--- config.mk ---
export PLATFORM = sky130hd
export DESIGN_NAME = mem_access_sequencer_flat
export DESIGN_NICKNAME = d
export VERILOG_FILES = /design/src/rtl/mem_access_sequencer_pkg.sv /design/src/rtl/mem_access_sequencer_if.sv /design/src/rtl/mem_access_sequencer_access_decode.sv /design/src/rtl/mem_access_sequencer.sv /design/src/flat_wrapper.sv
export SDC_FILE = /design/constraint.sdc
export NUM_CORES = 1
export LEC_CHECK = 0
export ABC_AREA = 1
export CORE_MARGIN = 8
export CORE_UTILIZATION = 35
export CTS_CLUSTER_SIZE = 24
export DETAILED_ROUTE_END_ITERATION = 16
export GPL_ROUTABILITY_DRIVEN = 1
export GPL_TIMING_DRIVEN = 0
export PLACE_DENSITY = 0.73
export SYNTH_ARGS = -nofsm -noshare
export SYNTH_HDL_FRONTEND = slang
export SYNTH_SLANG_ARGS = --single-unit
--- constraint.sdc ---
create_clock -name phi1 -period 1.5 [get_ports phi1]
set_input_delay 0.225 -clock phi1 [delete_from_list [all_inputs] [get_ports phi1]]
set_output_delay 0.225 -clock phi1 [all_outputs]
set_load 0.02 [all_outputs]
--- src/rtl/mem_access_sequencer_pkg.sv ---
// mem_access_sequencer_pkg
//   Shared definitions for the data-memory sequencer and its opcode decoder:
//   default datapath widths, access-kind encodings and sequencer states.
//   Optional build macro used by the sequencer: RMW_DUMMY_WRITE_EN.
package mem_access_sequencer_pkg;

  localparam int unsigned DEF_REG_WIDTH  = 8;
  localparam int unsigned DEF_ADDR_WIDTH = 16;

  typedef enum logic [2:0] {
    ACC_NONE,
    ACC_IMM,
    ACC_LOAD,
    ACC_STORE,
    ACC_RMW
  } acc_kind_e;

  typedef enum logic [2:0] {
    ST_IDLE,
    ST_READ,
    ST_WAIT_RD,
    ST_DUMMY_WR,
    ST_WRITE,
    ST_DONE
  } seq_state_e;

endpackage

--- src/rtl/mem_access_sequencer_if.sv ---
// mem_access_sequencer_if
//   Bundles the fetcher handshake, register/ALU operand path and the
//   synchronous data-memory bus around the sequencer.
//   master : sequencer side (drives memory strobes, operand, done, status)
//   slave  : environment side (fetcher, register file, ALU, memory)
interface mem_access_sequencer_if
  import mem_access_sequencer_pkg::*;
#(
  parameter int unsigned REG_WIDTH  = DEF_REG_WIDTH,
  parameter int unsigned ADDR_WIDTH = DEF_ADDR_WIDTH
);
  logic                  instruction_ready;
  logic [REG_WIDTH-1:0]  instruction_in;
  logic [ADDR_WIDTH-1:0] addr_in;
  logic [REG_WIDTH-1:0]  imm_in;
  logic [REG_WIDTH-1:0]  store_data;
  logic [REG_WIDTH-1:0]  mem_rdata;
  logic [REG_WIDTH-1:0]  alu_result;
  logic [ADDR_WIDTH-1:0] mem_addr;
  logic [REG_WIDTH-1:0]  mem_wdata;
  logic                  mem_we;
  logic                  mem_re;
  logic [REG_WIDTH-1:0]  operand_out;
  logic                  operand_valid;
  logic                  instruction_done;
  logic                  busy;
  logic                  overrun_err;

  modport master (
    input  instruction_ready, instruction_in, addr_in, imm_in, store_data,
           mem_rdata, alu_result,
    output mem_addr, mem_wdata, mem_we, mem_re, operand_out, operand_valid,
           instruction_done, busy, overrun_err
  );

  modport slave (
    output instruction_ready, instruction_in, addr_in, imm_in, store_data,
           mem_rdata, alu_result,
    input  mem_addr, mem_wdata, mem_we, mem_re, operand_out, operand_valid,
           instruction_done, busy, overrun_err
  );

endinterface

--- src/rtl/mem_access_sequencer_access_decode.sv ---
// access_decode
//   Combinational 6502 opcode -> data-memory access kind classifier.
//   Ports:
//     opcode : 8-bit opcode (aaa = [7:5], bbb = [4:2], cc = [1:0])
//     kind   : ACC_NONE / ACC_IMM / ACC_LOAD / ACC_STORE / ACC_RMW
//   Classes are tested in priority order IMM, STORE, RMW, LOAD, NONE.
module access_decode
  import mem_access_sequencer_pkg::*;
(
  input  logic [7:0] opcode,
  output acc_kind_e  kind
);

  logic [2:0] aaa;
  logic [2:0] bbb;
  logic [1:0] cc;
  logic       bbb_odd;
  logic       is_imm;
  logic       is_store;
  logic       is_rmw;
  logic       is_load;

  assign aaa     = opcode[7:5];
  assign bbb     = opcode[4:2];
  assign cc      = opcode[1:0];
  // {001,011,101,111}: zero page, absolute and their indexed forms
  assign bbb_odd = bbb[0];

  always_comb begin
    is_imm   = ((cc == 2'b01) && (bbb == 3'b010)) ||
               (opcode == 8'hA0) || (opcode == 8'hA2) ||
               (opcode == 8'hC0) || (opcode == 8'hE0);

    is_store = (aaa == 3'b100) &&
               (((cc == 2'b01) && (bbb != 3'b010)) ||
                ((cc != 2'b01) && ((bbb == 3'b001) || (bbb == 3'b011) ||
                                   (bbb == 3'b101))));

    is_rmw   = (cc == 2'b10) && (aaa != 3'b100) && (aaa != 3'b101) && bbb_odd;

    is_load  = ((cc == 2'b01) && (aaa != 3'b100)) ||
               ((cc == 2'b10) && (aaa == 3'b101) && bbb_odd) ||
               ((cc == 2'b00) &&
                ((aaa == 3'b001) || (aaa == 3'b101) ||
                 (aaa == 3'b110) || (aaa == 3'b111)) &&
                ((bbb == 3'b001) || (bbb == 3'b011))) ||
               ((cc == 2'b00) && (aaa == 3'b101) &&
                ((bbb == 3'b101) || (bbb == 3'b111)));

    kind = ACC_NONE;
    if (is_imm)        kind = ACC_IMM;
    else if (is_store) kind = ACC_STORE;
    else if (is_rmw)   kind = ACC_RMW;
    else if (is_load)  kind = ACC_LOAD;
  end

endmodule

--- src/rtl/mem_access_sequencer.sv ---
// mem_access_sequencer
//   Data-memory phase of a 6502 instruction. Accepts a decoded instruction on
//   the rising edge of instruction_ready, runs the load/store/read-modify-write
//   sequence against a 1-cycle-latency synchronous memory, presents the operand
//   to the ALU/register file and pulses instruction_done back to the fetcher.
//   Ports:
//     phi1    : clock, all state updates on the rising edge
//     reset_n : asynchronous active-low reset; cancels any transaction
//     bus     : mem_access_sequencer_if.master (handshake, operand, memory bus)
//   Build macro:
//     RMW_DUMMY_WRITE_EN : RMW rewrites the original value (DUMMY_WR) before
//                          the modified value, as the original 6502 does.
//   Strobes and data outputs decode straight from registered state so a reset
//   removes them asynchronously with no partial write.
module mem_access_sequencer
  import mem_access_sequencer_pkg::*;
#(
  parameter int unsigned REG_WIDTH  = DEF_REG_WIDTH,
  parameter int unsigned ADDR_WIDTH = DEF_ADDR_WIDTH
) (
  input  logic                   phi1,
  input  logic                   reset_n,
  mem_access_sequencer_if.master bus
);

  seq_state_e            state_q, state_d;
  acc_kind_e             kind_q, kind_d;
  acc_kind_e             dec_kind;
  logic [ADDR_WIDTH-1:0] addr_q, addr_d;
  logic [REG_WIDTH-1:0]  imm_q, imm_d;
  logic                  ready_dly_q, ready_dly_d;
  logic                  overrun_q, overrun_d;
  logic                  ready_rise;
`ifdef RMW_DUMMY_WRITE_EN
  logic [REG_WIDTH-1:0]  data_q, data_d;
`endif

  access_decode u_access_decode (
    .opcode (bus.instruction_in[7:0]),
    .kind   (dec_kind)
  );

  always_ff @(posedge phi1 or negedge reset_n) begin
    if (!reset_n) begin
      state_q     <= ST_IDLE;
      kind_q      <= ACC_NONE;
      addr_q      <= '0;
      imm_q       <= '0;
      ready_dly_q <= 1'b0;
      overrun_q   <= 1'b0;
`ifdef RMW_DUMMY_WRITE_EN
      data_q      <= '0;
`endif
    end else begin
      state_q     <= state_d;
      kind_q      <= kind_d;
      addr_q      <= addr_d;
      imm_q       <= imm_d;
      ready_dly_q <= ready_dly_d;
      overrun_q   <= overrun_d;
`ifdef RMW_DUMMY_WRITE_EN
      data_q      <= data_d;
`endif
    end
  end

  always_comb begin
    ready_rise  = bus.instruction_ready & ~ready_dly_q;

    state_d     = state_q;
    kind_d      = kind_q;
    addr_d      = addr_q;
    imm_d       = imm_q;
    ready_dly_d = bus.instruction_ready;
    overrun_d   = overrun_q;
`ifdef RMW_DUMMY_WRITE_EN
    data_d      = data_q;
`endif

    bus.mem_addr         = '0;
    bus.mem_wdata        = '0;
    bus.mem_we           = 1'b0;
    bus.mem_re           = 1'b0;
    bus.operand_out      = '0;
    bus.operand_valid    = 1'b0;
    bus.instruction_done = 1'b0;
    bus.busy             = (state_q != ST_IDLE);
    bus.overrun_err      = overrun_q;

    // A new instruction arriving anywhere but IDLE (DONE included) is dropped.
    if (ready_rise && (state_q != ST_IDLE)) overrun_d = 1'b1;

    case (state_q)
      ST_IDLE: begin
        if (ready_rise) begin
          kind_d = dec_kind;
          addr_d = bus.addr_in;
          imm_d  = bus.imm_in;
          case (dec_kind)
            ACC_LOAD, ACC_RMW: state_d = ST_READ;
            ACC_STORE:         state_d = ST_WRITE;
            default:           state_d = ST_DONE;
          endcase
        end
      end

      ST_READ: begin
        bus.mem_addr = addr_q;
        bus.mem_re   = 1'b1;
        state_d      = ST_WAIT_RD;
      end

      ST_WAIT_RD: begin
        bus.mem_addr      = addr_q;
        bus.operand_out   = bus.mem_rdata;
        bus.operand_valid = 1'b1;
        if (kind_q == ACC_RMW) begin
`ifdef RMW_DUMMY_WRITE_EN
          data_d  = bus.mem_rdata;
          state_d = ST_DUMMY_WR;
`else
          state_d = ST_WRITE;
`endif
        end else begin
          state_d = ST_DONE;
        end
      end

      ST_DUMMY_WR: begin
        bus.mem_addr = addr_q;
        bus.mem_we   = 1'b1;
`ifdef RMW_DUMMY_WRITE_EN
        // Rewrite the fetched value while capturing the ALU result.
        bus.mem_wdata = data_q;
        data_d        = bus.alu_result;
`endif
        state_d = ST_WRITE;
      end

      ST_WRITE: begin
        bus.mem_addr = addr_q;
        bus.mem_we   = 1'b1;
        if (kind_q == ACC_RMW) begin
`ifdef RMW_DUMMY_WRITE_EN
          bus.mem_wdata = data_q;
`else
          bus.mem_wdata = bus.alu_result;
`endif
        end else begin
          bus.mem_wdata = bus.store_data;
        end
        state_d = ST_DONE;
      end

      ST_DONE: begin
        bus.mem_addr         = addr_q;
        bus.instruction_done = 1'b1;
        if (kind_q == ACC_IMM) begin
          bus.operand_out   = imm_q;
          bus.operand_valid = 1'b1;
        end
        state_d = ST_IDLE;
      end

      default: state_d = ST_IDLE;
    endcase
  end

endmodule

--- src/flat_wrapper.sv ---
// flat-port wrapper written by rule: the top's interface ports become plain ports
module mem_access_sequencer_flat import mem_access_sequencer_pkg::*;
#(
  parameter int unsigned REG_WIDTH  = DEF_REG_WIDTH,
  parameter int unsigned ADDR_WIDTH = DEF_ADDR_WIDTH
)
  (phi1, reset_n, bus_instruction_ready, bus_instruction_in, bus_addr_in, bus_imm_in, bus_store_data, bus_mem_rdata, bus_alu_result, bus_mem_addr, bus_mem_wdata, bus_mem_we, bus_mem_re, bus_operand_out, bus_operand_valid, bus_instruction_done, bus_busy, bus_overrun_err);
  mem_access_sequencer_if #(.REG_WIDTH(REG_WIDTH), .ADDR_WIDTH(ADDR_WIDTH)) bus_i ();
  input  logic phi1;
  input  logic reset_n;
  input wire logic [$bits(bus_i.instruction_ready)-1:0] bus_instruction_ready;
  input wire logic [$bits(bus_i.instruction_in)-1:0] bus_instruction_in;
  input wire logic [$bits(bus_i.addr_in)-1:0] bus_addr_in;
  input wire logic [$bits(bus_i.imm_in)-1:0] bus_imm_in;
  input wire logic [$bits(bus_i.store_data)-1:0] bus_store_data;
  input wire logic [$bits(bus_i.mem_rdata)-1:0] bus_mem_rdata;
  input wire logic [$bits(bus_i.alu_result)-1:0] bus_alu_result;
  output wire logic [$bits(bus_i.mem_addr)-1:0] bus_mem_addr;
  output wire logic [$bits(bus_i.mem_wdata)-1:0] bus_mem_wdata;
  output wire logic [$bits(bus_i.mem_we)-1:0] bus_mem_we;
  output wire logic [$bits(bus_i.mem_re)-1:0] bus_mem_re;
  output wire logic [$bits(bus_i.operand_out)-1:0] bus_operand_out;
  output wire logic [$bits(bus_i.operand_valid)-1:0] bus_operand_valid;
  output wire logic [$bits(bus_i.instruction_done)-1:0] bus_instruction_done;
  output wire logic [$bits(bus_i.busy)-1:0] bus_busy;
  output wire logic [$bits(bus_i.overrun_err)-1:0] bus_overrun_err;
  assign bus_i.instruction_ready = bus_instruction_ready;
  assign bus_i.instruction_in = bus_instruction_in;
  assign bus_i.addr_in = bus_addr_in;
  assign bus_i.imm_in = bus_imm_in;
  assign bus_i.store_data = bus_store_data;
  assign bus_i.mem_rdata = bus_mem_rdata;
  assign bus_i.alu_result = bus_alu_result;
  assign bus_mem_addr = bus_i.mem_addr;
  assign bus_mem_wdata = bus_i.mem_wdata;
  assign bus_mem_we = bus_i.mem_we;
  assign bus_mem_re = bus_i.mem_re;
  assign bus_operand_out = bus_i.operand_out;
  assign bus_operand_valid = bus_i.operand_valid;
  assign bus_instruction_done = bus_i.instruction_done;
  assign bus_busy = bus_i.busy;
  assign bus_overrun_err = bus_i.overrun_err;
  mem_access_sequencer #(.REG_WIDTH(REG_WIDTH), .ADDR_WIDTH(ADDR_WIDTH)) u_core (.phi1(phi1), .reset_n(reset_n), .bus(bus_i));
endmodule
==> out/metrics.cfg <==
[status]
outcome = finished, violations left
failed_checks = negative hold slack, negative setup slack

[place]
io_buffers = 96
gp_congestion = 0.770
place_ws_ps = -835
placed_area_um2 = 2850
dp.final_hpwl_mm = 4.31

[setup_path]
path_class = reg -> out
path_cells = inv_4, nand2_4, inv_2, nor3_4, buf_6, nor2_1, buf_4
startpoint_type = flip-flop
crit_path_top_delay_cell = dfrtp_1
endpoint_kind = primary output
cp.required_ps = 1270
critPathMaxFanout = 6
arrival_ps = 1550
max_stage_delay_ps = 410

[detailed_routing]
first_iter_violations = 69
drtPass1Iterations = 4
drt-total-wl_mm = 6.24
ant_nets = 0
routed_via_density = 4.59
vias = 2049
route.detailed.wl_per_inst_um = 14.0
post-route-drc-count = 0

[clocking]
clkTransAtPathRegs_ps = 60
clk_path_buf_depth = 2
cts_tree = yes
cts_buffers = 5
clkLatencyLatePin_ps = 280
htree_levels = 2
hold_buffers = 0
clkSinkCount = 32
clockRootBuffer = clkbuf_8

[global_route]
grt_overflow = 0
antenna_found_initial = 0
grt_max_degree = 33
track_usage = 0.164
first_global_vias = 2154
grt_pass1_wl_mm = 9.81

[timing]
hold_slack_ps = -11.2
fmax_ghz = 0.564
skew_ps = 3.30
max_slew.worst_pin.slew_ps = 715
finalSetupViolations = 59
rsz0062_at_grt = true
slew_violations = 0
slew_headroom = 0.524
period_share = 1.18
fin_crit_ps = 1770
worst_slack_ps = -273
hold_viol = 9

[yosys]
synth_area_leaders = dfrtp_1 45%, nand2_1 13%, nor2_1 10%
netlist_instances = 248
yosysMostFrequentCell = nand2_1
ys_warn_count = 0
syn_nets = 307
syn_area_per_cell_um2 = 7.17
synth_common_cells = 63 x nand2_1, 48 x nor2_1, 32 x dfrtp_1
synth-seq-cells = 32
synth_edf_count = 0
synth_area_leader_cell = dfrtp_1
netlist_area_um2 = 1780
yosysUniqueCellTypes = 24
yosysSeqAreaShare = 0.450
synth_top_flop_cell = dfrtp_1
async_flop_share = 1.00
synth_top_area_frac = 0.450

[floorplanning]
fp.coreArea_um2 = 5010
dieArea_um2 = 7620
io_pins = 97
dieWidth_um = 87.3
fp.dieH_um = 87.3
num_rows = 26
initial_core_util = 0.355

[final_layout]
fill_cells = 468
area_delta_synth_final_pct = 90.9
final_nets = 435
postLayoutCellArea_um2 = 3400
register_area_um2 = 802
antenna_cells = 0
multi_input_area_um2 = 978
drive_above_1_share = 0.354

[power]
p_leak_nw = 1.60
ir_drop_uv = 1380
powerDensity_nw_per_um2 = 1930
power.total_w = 0.00656

[run]
drv_cap = 0

[worst_hold_path]
hp-class = in -> async

-- logic make-up (layout without fill, tap and decap cells) --
family | Yosys count | count (layout) | synth area share
simple gates | 141 | 142 | 0.336
buf+inv | 40 | 167 | 0.103
flops | 32 | 32 | 0.450
compound gates | 35 | 35 | 0.110
-- per-layer routing --
metal  up-vias  global-route usage  share of wire
li1       1036                   -              -
met1       938               0.169           0.39
met2        66               0.289           0.51
met3         9              0.0764          0.094
met4         0              0.0469         0.0083
met5         -                   0              0
-- per-stage QoR --
step | TNS (ps) | util | std cells
after CTS | -9660 | 0.647 | 442
after detailed placement | -26950 | 0.568 | 414
after floorplan | 0 | - | 248
final | -8850 | 0.678 | 446
after global placement | -40380 | 0.569 | 414
after global routing | -14160 | 0.678 | 446
-- critical path: cells and delay by family (launching register included) --
family,cells,cell delay [ps]
and+or+nand+nor,3,410
DFF,1,410
buffers and inverters,4,450
-- path summary, 6_finish.rpt --
| kind | from | to | slack (ps) | cells after the start |
|---|---|---|---|---|
| hold reg to reg | u_core.bus.overrun_err$_DFFE_PN0P_ | u_core.bus.overrun_err$_DFFE_PN0P_ | 450 | 1 |
| hold / removal | reset_n | u_core.addr_q[2]$_DFFE_PN0P_ | -10 | 1 |
| setup / recovery | u_core.state_q[2]$_DFFE_PN0P_ | bus_mem_addr[1] | -270 | 7 |
| max in group asynchronous | reset_n | u_core.state_q[1]$_DFFE_PN0P_ | 1010 | 1 |
| setup reg to reg | u_core.state_q[1]$_DFFE_PN0P_ | u_core.imm_q[1]$_DFFE_PN0P_ | -120 | 9 |
| min in group phi1 | bus_instruction_ready | u_core.ready_dly_q$_DFF_PN0_ | 430 | 1 |
-- sequential cells by signal, indices dropped and copies added, names as in the netlist --
name	cells
u_core.bus.overrun_err	1
u_core.kind_q	3
u_core.state_q	3
u_core.imm_q	8
u_core.addr_q	16
u_core.ready_dly_q	1
-- area by class of cell --
type                       instances  area share
buffer                             7      0.0258
clock buffer                       6      0.0214
clock inverter                     1     0.00147
inverter                          32      0.0376
multi-input combinational        177       0.288
sequential                        32       0.236
tap                               70      0.0258
timing repair buffer             121       0.364
-- layout by cell type (no fill, tap or decap), types with 8 or more instances in the layout --
| cell type | n |
|---|---|
| nand2_1 | 60 |
| o21ai_0 | 10 |
| buf_4 | 28 |
| dfrtp_1 | 31 |
| nor2_4 | 8 |
| o21ai_2 | 11 |
| nor2_2 | 17 |
| nor2_1 | 26 |
| nand3_1 | 17 |
| inv_1 | 24 |
| clkdlybuf4s50_1 | 57 |
| buf_6 | 30 |
-- power by group --
group	switching, W	internal [W]	total, W
clock network	0.000308	0.000315	0.000623
registers	0.000232	0.00126	0.00149
logic	0.00237	0.00207	0.00444
-- timing repair --
item | CTS | global route
hold endpoints to repair | 0 | 0
endpoints found under the setup margin | 47 | 66
setup buffers | 16 | 3
cloned | 5 | 2
resized for setup | 267 | 26
pin swaps | 18 | 10
Note: power is estimated with default switching activity, not from simulation.
